===== src/rtl/fp_latency_buffer_if.sv =====
// Handshake, core-side and result bundle of fp_latency_buffer.
// The buffer takes the slave view; the caller/core side takes the master view.
interface fp_latency_buffer_if #(
    parameter int DATA_WIDTH   = 32,
    parameter int RESULT_WIDTH = 32,
    parameter int TAG_WIDTH    = 4,
    parameter int FIFO_DEPTH   = 8
);
    localparam int OCC_WIDTH = $clog2(FIFO_DEPTH + 1);

    logic                    in_valid;
    logic                    in_ready;
    logic [DATA_WIDTH-1:0]   in_data;
    logic [TAG_WIDTH-1:0]    in_tag;
    logic [DATA_WIDTH-1:0]   core_data;
    logic [RESULT_WIDTH-1:0] core_result;
    logic                    out_valid;
    logic                    out_ready;
    logic [RESULT_WIDTH-1:0] out_data;
    logic [TAG_WIDTH-1:0]    out_tag;
    logic [OCC_WIDTH-1:0]    occupancy;

    modport slave (
        input  in_valid, in_data, in_tag, core_result, out_ready,
        output in_ready, core_data, out_valid, out_data, out_tag, occupancy
    );

    modport master (
        output in_valid, in_data, in_tag, core_result, out_ready,
        input  in_ready, core_data, out_valid, out_data, out_tag, occupancy
    );
endinterface


===== src/rtl/fp_latency_buffer.sv =====
// Go/done wrapper around a fixed-latency non-stallable FP core with a credit-guarded result FIFO.
// Optional statistics counters are enabled by defining FP_LATENCY_BUFFER_STATS_EN.
module fp_latency_buffer #(
    parameter int DATA_WIDTH   = 32,
    parameter int RESULT_WIDTH = 32,
    parameter int LATENCY      = 6,
    parameter int TAG_WIDTH    = 4,
    parameter int FIFO_DEPTH   = 8
) (
    input  logic                clock,
    input  logic                reset_n,
    fp_latency_buffer_if.slave  bus
`ifdef FP_LATENCY_BUFFER_STATS_EN
    ,
    output logic [31:0]         stat_ops,
    output logic [31:0]         stat_stall,
    output logic [31:0]         stat_backpressure
`endif
);
    localparam int AW    = $clog2(FIFO_DEPTH);
    localparam int PW    = AW + 1;
    localparam int OCC_W = $clog2(FIFO_DEPTH + 1);
    localparam logic [OCC_W-1:0] DEPTH_OCC = OCC_W'(FIFO_DEPTH);

    logic                    accept;
    logic                    push;
    logic                    pop;
    logic                    fifoEmpty;
    logic                    fifoFull;
    logic [LATENCY-1:0]      validPipe_q;
    logic [TAG_WIDTH-1:0]    tagPipe_q [LATENCY];
    logic [PW-1:0]           wrPtr_q;
    logic [PW-1:0]           rdPtr_q;
    logic [OCC_W-1:0]        occ_q;
    logic [OCC_W-1:0]        occ_d;
    logic [RESULT_WIDTH-1:0] dataMem_q [FIFO_DEPTH];
    logic [TAG_WIDTH-1:0]    tagMem_q  [FIFO_DEPTH];

    // Credits cover both in-flight ops and buffered results, so the FIFO can never overflow.
    assign bus.in_ready  = occ_q < DEPTH_OCC;
    assign accept        = bus.in_valid & bus.in_ready;
    assign bus.core_data = bus.in_data;

    assign fifoEmpty     = wrPtr_q == rdPtr_q;
    assign fifoFull      = (wrPtr_q[AW] != rdPtr_q[AW]) && (wrPtr_q[AW-1:0] == rdPtr_q[AW-1:0]);
    assign pop           = bus.out_valid & bus.out_ready;
    assign push          = validPipe_q[LATENCY-1] & (~fifoFull | pop);

    assign bus.out_valid = ~fifoEmpty;
    assign bus.out_data  = dataMem_q[rdPtr_q[AW-1:0]];
    assign bus.out_tag   = tagMem_q[rdPtr_q[AW-1:0]];
    assign bus.occupancy = occ_q;

    always_comb begin
        occ_d = occ_q;
        case ({accept, pop})
            2'b10:   occ_d = occ_q + OCC_W'(1);
            2'b01:   occ_d = occ_q - OCC_W'(1);
            default: occ_d = occ_q;
        endcase
    end

    always_ff @(posedge clock or negedge reset_n) begin
        if (!reset_n) begin
            validPipe_q <= '0;
            wrPtr_q     <= '0;
            rdPtr_q     <= '0;
            occ_q       <= '0;
        end else begin
            validPipe_q[0] <= accept;
            for (int i = 1; i < LATENCY; i++) begin
                validPipe_q[i] <= validPipe_q[i-1];
            end
            if (push) begin
                wrPtr_q <= wrPtr_q + PW'(1);
            end
            if (pop) begin
                rdPtr_q <= rdPtr_q + PW'(1);
            end
            occ_q <= occ_d;
        end
    end

    // Tags and stored results only matter where a valid bit or pointer says so.
    always_ff @(posedge clock) begin
        tagPipe_q[0] <= bus.in_tag;
        for (int i = 1; i < LATENCY; i++) begin
            tagPipe_q[i] <= tagPipe_q[i-1];
        end
        if (push) begin
            dataMem_q[wrPtr_q[AW-1:0]] <= bus.core_result;
            tagMem_q[wrPtr_q[AW-1:0]]  <= tagPipe_q[LATENCY-1];
        end
    end

`ifdef FP_LATENCY_BUFFER_STATS_EN
    logic [31:0] statOps_q;
    logic [31:0] statStall_q;
    logic [31:0] statBp_q;

    always_ff @(posedge clock or negedge reset_n) begin
        if (!reset_n) begin
            statOps_q   <= '0;
            statStall_q <= '0;
            statBp_q    <= '0;
        end else begin
            if (accept && statOps_q != '1) begin
                statOps_q <= statOps_q + 32'd1;
            end
            if (bus.in_valid && !bus.in_ready && statStall_q != '1) begin
                statStall_q <= statStall_q + 32'd1;
            end
            if (bus.out_valid && !bus.out_ready && statBp_q != '1) begin
                statBp_q <= statBp_q + 32'd1;
            end
        end
    end

    assign stat_ops          = statOps_q;
    assign stat_stall        = statStall_q;
    assign stat_backpressure = statBp_q;
`endif
endmodule


===== src/flat_wrapper.sv =====
// flat-port wrapper written by rule: the top's interface ports become plain ports
module fp_latency_buffer_flat 
#(
    parameter int DATA_WIDTH   = 32,
    parameter int RESULT_WIDTH = 32,
    parameter int LATENCY      = 6,
    parameter int TAG_WIDTH    = 4,
    parameter int FIFO_DEPTH   = 8
)
  (clock, reset_n, bus_in_valid, bus_in_data, bus_in_tag, bus_core_result, bus_out_ready, bus_in_ready, bus_core_data, bus_out_valid, bus_out_data, bus_out_tag, bus_occupancy);
  fp_latency_buffer_if #(.DATA_WIDTH(DATA_WIDTH), .RESULT_WIDTH(RESULT_WIDTH), .TAG_WIDTH(TAG_WIDTH), .FIFO_DEPTH(FIFO_DEPTH)) bus_i ();
  input  logic clock;
  input  logic reset_n;
  input wire logic [$bits(bus_i.in_valid)-1:0] bus_in_valid;
  input wire logic [$bits(bus_i.in_data)-1:0] bus_in_data;
  input wire logic [$bits(bus_i.in_tag)-1:0] bus_in_tag;
  input wire logic [$bits(bus_i.core_result)-1:0] bus_core_result;
  input wire logic [$bits(bus_i.out_ready)-1:0] bus_out_ready;
  output wire logic [$bits(bus_i.in_ready)-1:0] bus_in_ready;
  output wire logic [$bits(bus_i.core_data)-1:0] bus_core_data;
  output wire logic [$bits(bus_i.out_valid)-1:0] bus_out_valid;
  output wire logic [$bits(bus_i.out_data)-1:0] bus_out_data;
  output wire logic [$bits(bus_i.out_tag)-1:0] bus_out_tag;
  output wire logic [$bits(bus_i.occupancy)-1:0] bus_occupancy;
  assign bus_i.in_valid = bus_in_valid;
  assign bus_i.in_data = bus_in_data;
  assign bus_i.in_tag = bus_in_tag;
  assign bus_i.core_result = bus_core_result;
  assign bus_i.out_ready = bus_out_ready;
  assign bus_in_ready = bus_i.in_ready;
  assign bus_core_data = bus_i.core_data;
  assign bus_out_valid = bus_i.out_valid;
  assign bus_out_data = bus_i.out_data;
  assign bus_out_tag = bus_i.out_tag;
  assign bus_occupancy = bus_i.occupancy;
  fp_latency_buffer #(.DATA_WIDTH(DATA_WIDTH), .RESULT_WIDTH(RESULT_WIDTH), .LATENCY(LATENCY), .TAG_WIDTH(TAG_WIDTH), .FIFO_DEPTH(FIFO_DEPTH)) u_core (.clock(clock), .reset_n(reset_n), .bus(bus_i));
endmodule

===== config.mk =====
export PLATFORM = sky130hd
export DESIGN_NAME = fp_latency_buffer_flat
export DESIGN_NICKNAME = d
export VERILOG_FILES = /design/src/rtl/fp_latency_buffer_if.sv /design/src/rtl/fp_latency_buffer.sv /design/src/flat_wrapper.sv
export SDC_FILE = /design/constraint.sdc
export NUM_CORES = 1
export LEC_CHECK = 0
export ABC_AREA = 1
export ABC_CLOCK_PERIOD_IN_PS = 3850
export BUFFER_PORTS_ARGS = -buffer_cell sky130_fd_sc_hd__buf_2
export CAP_MARGIN = 5
export CORE_MARGIN = 2
export CORE_UTILIZATION = 58
export CTS_CLUSTER_DIAMETER = 30
export DETAILED_ROUTE_END_ITERATION = 6
export GPL_ROUTABILITY_DRIVEN = 0
export PLACE_DENSITY = 0.79
export SYNTH_ARGS = -nofsm -noshare
export SYNTH_HDL_FRONTEND = slang
export SYNTH_SLANG_ARGS = --single-unit

===== constraint.sdc =====
create_clock -name clock -period 3.85 [get_ports clock]
set_input_delay 0.385 -clock clock [delete_from_list [all_inputs] [get_ports clock]]
set_output_delay 0.385 -clock clock [all_outputs]
set_load 0.1 [all_outputs]

==> reports/results.md <==
Critical path
• 0.97 ns — flop-to-flop setup slack
• u_core.rdPtr_q[1] — worst r2r src
• reg2out — startpoint-to-endpoint class of the critical path
• 3.46 ns — required arrival time at the worst endpoint
• u_core.rdPtr_q[1] — start point of the critical path
• 3.08 ns — critical path data arrival time
• register — kind of start point of the critical path
• bus_out_data[19] — worst setup path endpoint
• output pin — Setup crit end kind
• 57 — CP Max Fanout
• u_core.bus.occupancy[3] — end of the worst register-to-register path
• 14 — worst-case reg-to-reg path depth

Floorplanning
• 23400 µm² — area of the die
• 153 µm — horizontal die dimension
• 21800 µm² — floorplan core area
• 0.591 — initial cell density of the core
• 146 — top-level port count
• 54 — count of standard-cell rows
• 153 µm — chip height

Route
• 26.5 mm — WL final
• 0 — final antenna-violating net count
• 0 — DRC errors left
• 19.4 µm — average routed wire per standard cell
• 824 — first-iteration detailed-routing DRC count
• 5.78 — vias per cell
• 5 — first-pass iteration count of the detailed router
• 7910 — count of vias placed by the detailed router

Clocking
• 0.05 ns — clock-pin slew on the worst setup and hold paths
• sky130_fd_sc_hd__clkbuf_16 — buffer cell driving the clock tree root
• built — CTS tree
• 330 — number of clock sinks seen by CTS
• 3 — Max clock buf depth
• 2 — CTS H-Tree Depth
• 0.55 ns — clock latency of the later-clocked register in the worst-skew pair
• 0 — # resized after CTS
• 51 — number of buffers created by CTS

Layout
• 0.229 — share of post-route cells with drive strength above 1
• 2750 µm² — multi-input combinational cell area
• 17.6% — area grow syn2layout
• 15200 µm² — final design area excluding fillers
• 1124 — final layout net count
• 0.695 — final standard cell utilization of the core
• 9590 µm² — sequential standard cell area
• 1420 — number of filler instances in the final layout

STA
• 0 ns — total negative slack for setup checks
• 0.0197 ns — Clock Skew
• false — setup repair after global routing missed its margin
• 0.988 ns — Worst Max-Slew Pin Slew
• 0.901 — final cycle utilization of the critical path
• 0 — number of failing setup endpoints in the final timing report
• 3.47 ns — final critical delay including setup and external delays
• 0.288 GHz — maximum clock rate
• 0 — number of pins with negative max-slew slack in the final report
• 0.341 — Slew HR
• 0 — final count of hold timing violations

Place
• 12.9 mm — post-detail-place hpwl
• 81 — number of port buffers
• 13300 µm² — dpl cell area

Synth
• 31 — Netlist cell types
• 0.0545 — Async S/R FF share, synth
• sky130_fd_sc_hd__edfxtp_1 — most frequently used cell type in the post-synthesis netlist
• 12900 µm² — Syn Std Cell Area
• 0.743 — share of synthesized area occupied by flip-flops and latches
• 0.671 — portion of synthesized cell area occupied by the leading cell type
• sky130_fd_sc_hd__edfxtp_1 — dominant cell type by area after synthesis
• 288 — Post-synth EDFFs
• sky130_fd_sc_hd__edfxtp_1 (67%), sky130_fd_sc_hd__o21ai_0 (4.8%), sky130_fd_sc_hd__nand2_1 (4.2%), sky130_fd_sc_hd__dfxtp_1 (3.7%), sky130_fd_sc_hd__dfrtp_1 (3.5%) — most area-consuming cells after synthesis
• 1060 — synthesized netlist net count
• 13.1 µm² — synthesized area per cell
• 0 — count of synthesis-stage warnings from yosys
• sky130_fd_sc_hd__edfxtp_1 — ys flop type
• sky130_fd_sc_hd__edfxtp_1 (288), sky130_fd_sc_hd__nand2_1 (144), sky130_fd_sc_hd__o21ai_0 (123), sky130_fd_sc_hd__nor2_1 (105), sky130_fd_sc_hd__o22ai_1 (72) — synth cell count leaders
• 982 — synthesized netlist cell count
• 330 — flop and latch count out of synthesis

Global routing
• 2 — antenna violations before repair
• 41.4 mm — first-pass GRT wire length
• 7864 — via count of the first global-routing pass
• 0.227 — GRT Util Overall
• 0 — grt total ovfl
• 149 — largest net degree at the start of global routing

Hold path
• in2reg — type of the worst min-delay path

Run
• 0 — max cap viols

Status
• finished, final reports clean — status

state kept, by name, indices dropped and copies added, names as in the netlist:
name / count
u_core.tagMem_q: 32
u_core.tagPipe_q: 24
u_core.wrPtr_q: 4
u_core.dataMem_q: 256
u_core.rdPtr_q: 4
u_core.bus.occupancy: 4
u_core.validPipe_q: 6
cell usage in the layout (no fill, tap or decap), types with 3 or more instances in the layout:
cell,synthesis,final
sky130_fd_sc_hd__dlygate4sd3_1,0,5
sky130_fd_sc_hd__edfxtp_1,288,288
sky130_fd_sc_hd__dfrtp_1,18,15
sky130_fd_sc_hd__clkinv_4,0,4
sky130_fd_sc_hd__o22ai_1,72,72
sky130_fd_sc_hd__inv_1,12,11
sky130_fd_sc_hd__clkbuf_1,31,3
sky130_fd_sc_hd__buf_2,14,81
sky130_fd_sc_hd__dfxtp_1,24,24
sky130_fd_sc_hd__inv_2,3,4
sky130_fd_sc_hd__ha_1,5,5
sky130_fd_sc_hd__clkinv_2,0,7
sky130_fd_sc_hd__clkbuf_16,0,52
sky130_fd_sc_hd__clkinvlp_4,0,4
sky130_fd_sc_hd__buf_4,32,9
sky130_fd_sc_hd__bufinv_16,0,9
sky130_fd_sc_hd__o21ai_0,123,123
sky130_fd_sc_hd__nor2_4,1,8
sky130_fd_sc_hd__nand3_1,8,8
sky130_fd_sc_hd__clkinv_1,0,5
sky130_fd_sc_hd__xnor2_1,4,4
sky130_fd_sc_hd__inv_6,0,5
sky130_fd_sc_hd__nor2_2,49,49
sky130_fd_sc_hd__o21ai_1,24,24
sky130_fd_sc_hd__buf_12,1,4
sky130_fd_sc_hd__nand2_1,144,144
sky130_fd_sc_hd__nor2_1,105,98
sky130_fd_sc_hd__xor2_1,4,4
area by class of cell:
cell class / count / share of cell area
Antenna cell: 2 / 0.000330
Clock buffer: 55 / 0.0865
Clock inverter: 39 / 0.0326
Inverter: 16 / 0.00413
Multi-Input combinational cell: 548 / 0.182
Sequential cell: 330 / 0.632
Tap cell: 280 / 0.0231
Timing Repair Buffer: 99 / 0.0398
per-layer routing:
| metal | vias to the layer above | global-route usage | wire length [µm] |
|---|---|---|---|
| li1 | 3649 | - | - |
| met1 | 3861 | 0.293 | 10400 |
| met3 | 40 | 0.0434 | 2050 |
| met2 | 360 | 0.383 | 13600 |
| met5 | - | 0 | 0 |
| met4 | 0 | 0.0877 | 467 |
worst max-delay path: stages, from the launching register on:
cell                      delay, ns
sky130_fd_sc_hd__dfrtp_2       0.58
sky130_fd_sc_hd__inv_2         0.32
sky130_fd_sc_hd__buf_4         0.57
sky130_fd_sc_hd__o21ai_0       0.23
sky130_fd_sc_hd__o22ai_1       0.19
sky130_fd_sc_hd__nand2_1       0.07
sky130_fd_sc_hd__nand2_1       0.11
sky130_fd_sc_hd__buf_2         0.43
stage by stage:
step,std cells,setup WS (ns),hold WS (ns)
after detailed placement,1268,0.955,0.312
after CTS,1367,0.381,0.0577
final,1369,0.380,0.0821
after global routing,1369,0.193,0.0829
after floorplan,982,0.884,0.0894
after global placement,1268,1.08,0.310
how the worst min path moves through the flow:
stage / start / endpoint / slack (ns) / cells after the start
2_1_floorplan: reset_n / u_core.bus.occupancy[0] / 0.09 / 0
3_3_place_gp: u_core.tagPipe_q[1][3] / u_core.tagPipe_q[2][3] / 0.31 / 0
3_5_place_dp: u_core.tagPipe_q[3][3] / u_core.tagPipe_q[4][3] / 0.31 / 0
4_1_cts: bus_in_valid / u_core.validPipe_q[0] / 0.06 / 3
5_1_grt: bus_in_valid / u_core.validPipe_q[0] / 0.08 / 3
6_report: bus_in_valid / u_core.validPipe_q[0] / 0.08 / 3
logic make-up (layout without fill, tap and decap cells):
logic type / after synthesis / count (layout) / share of synthesized area
other cells: 0 / 2 / 0
xor+xnor: 8 / 8 / 0.00543
simple gates: 313 / 313 / 0.105
compound gates: 221 / 221 / 0.0929
fa+ha+maj: 6 / 6 / 0.00640
flops: 330 / 330 / 0.743
buf+inv: 104 / 209 / 0.0479
repair_timing:
item / 4_1_cts / 5_1_grt
setup buffers: 0 / 0
hold buffers: 5 / 0
endpoints found under the hold margin: 22 / 0
Power is not shown: default switching activity piles up to over one toggle a cycle in this logic, so the estimate is an artifact.
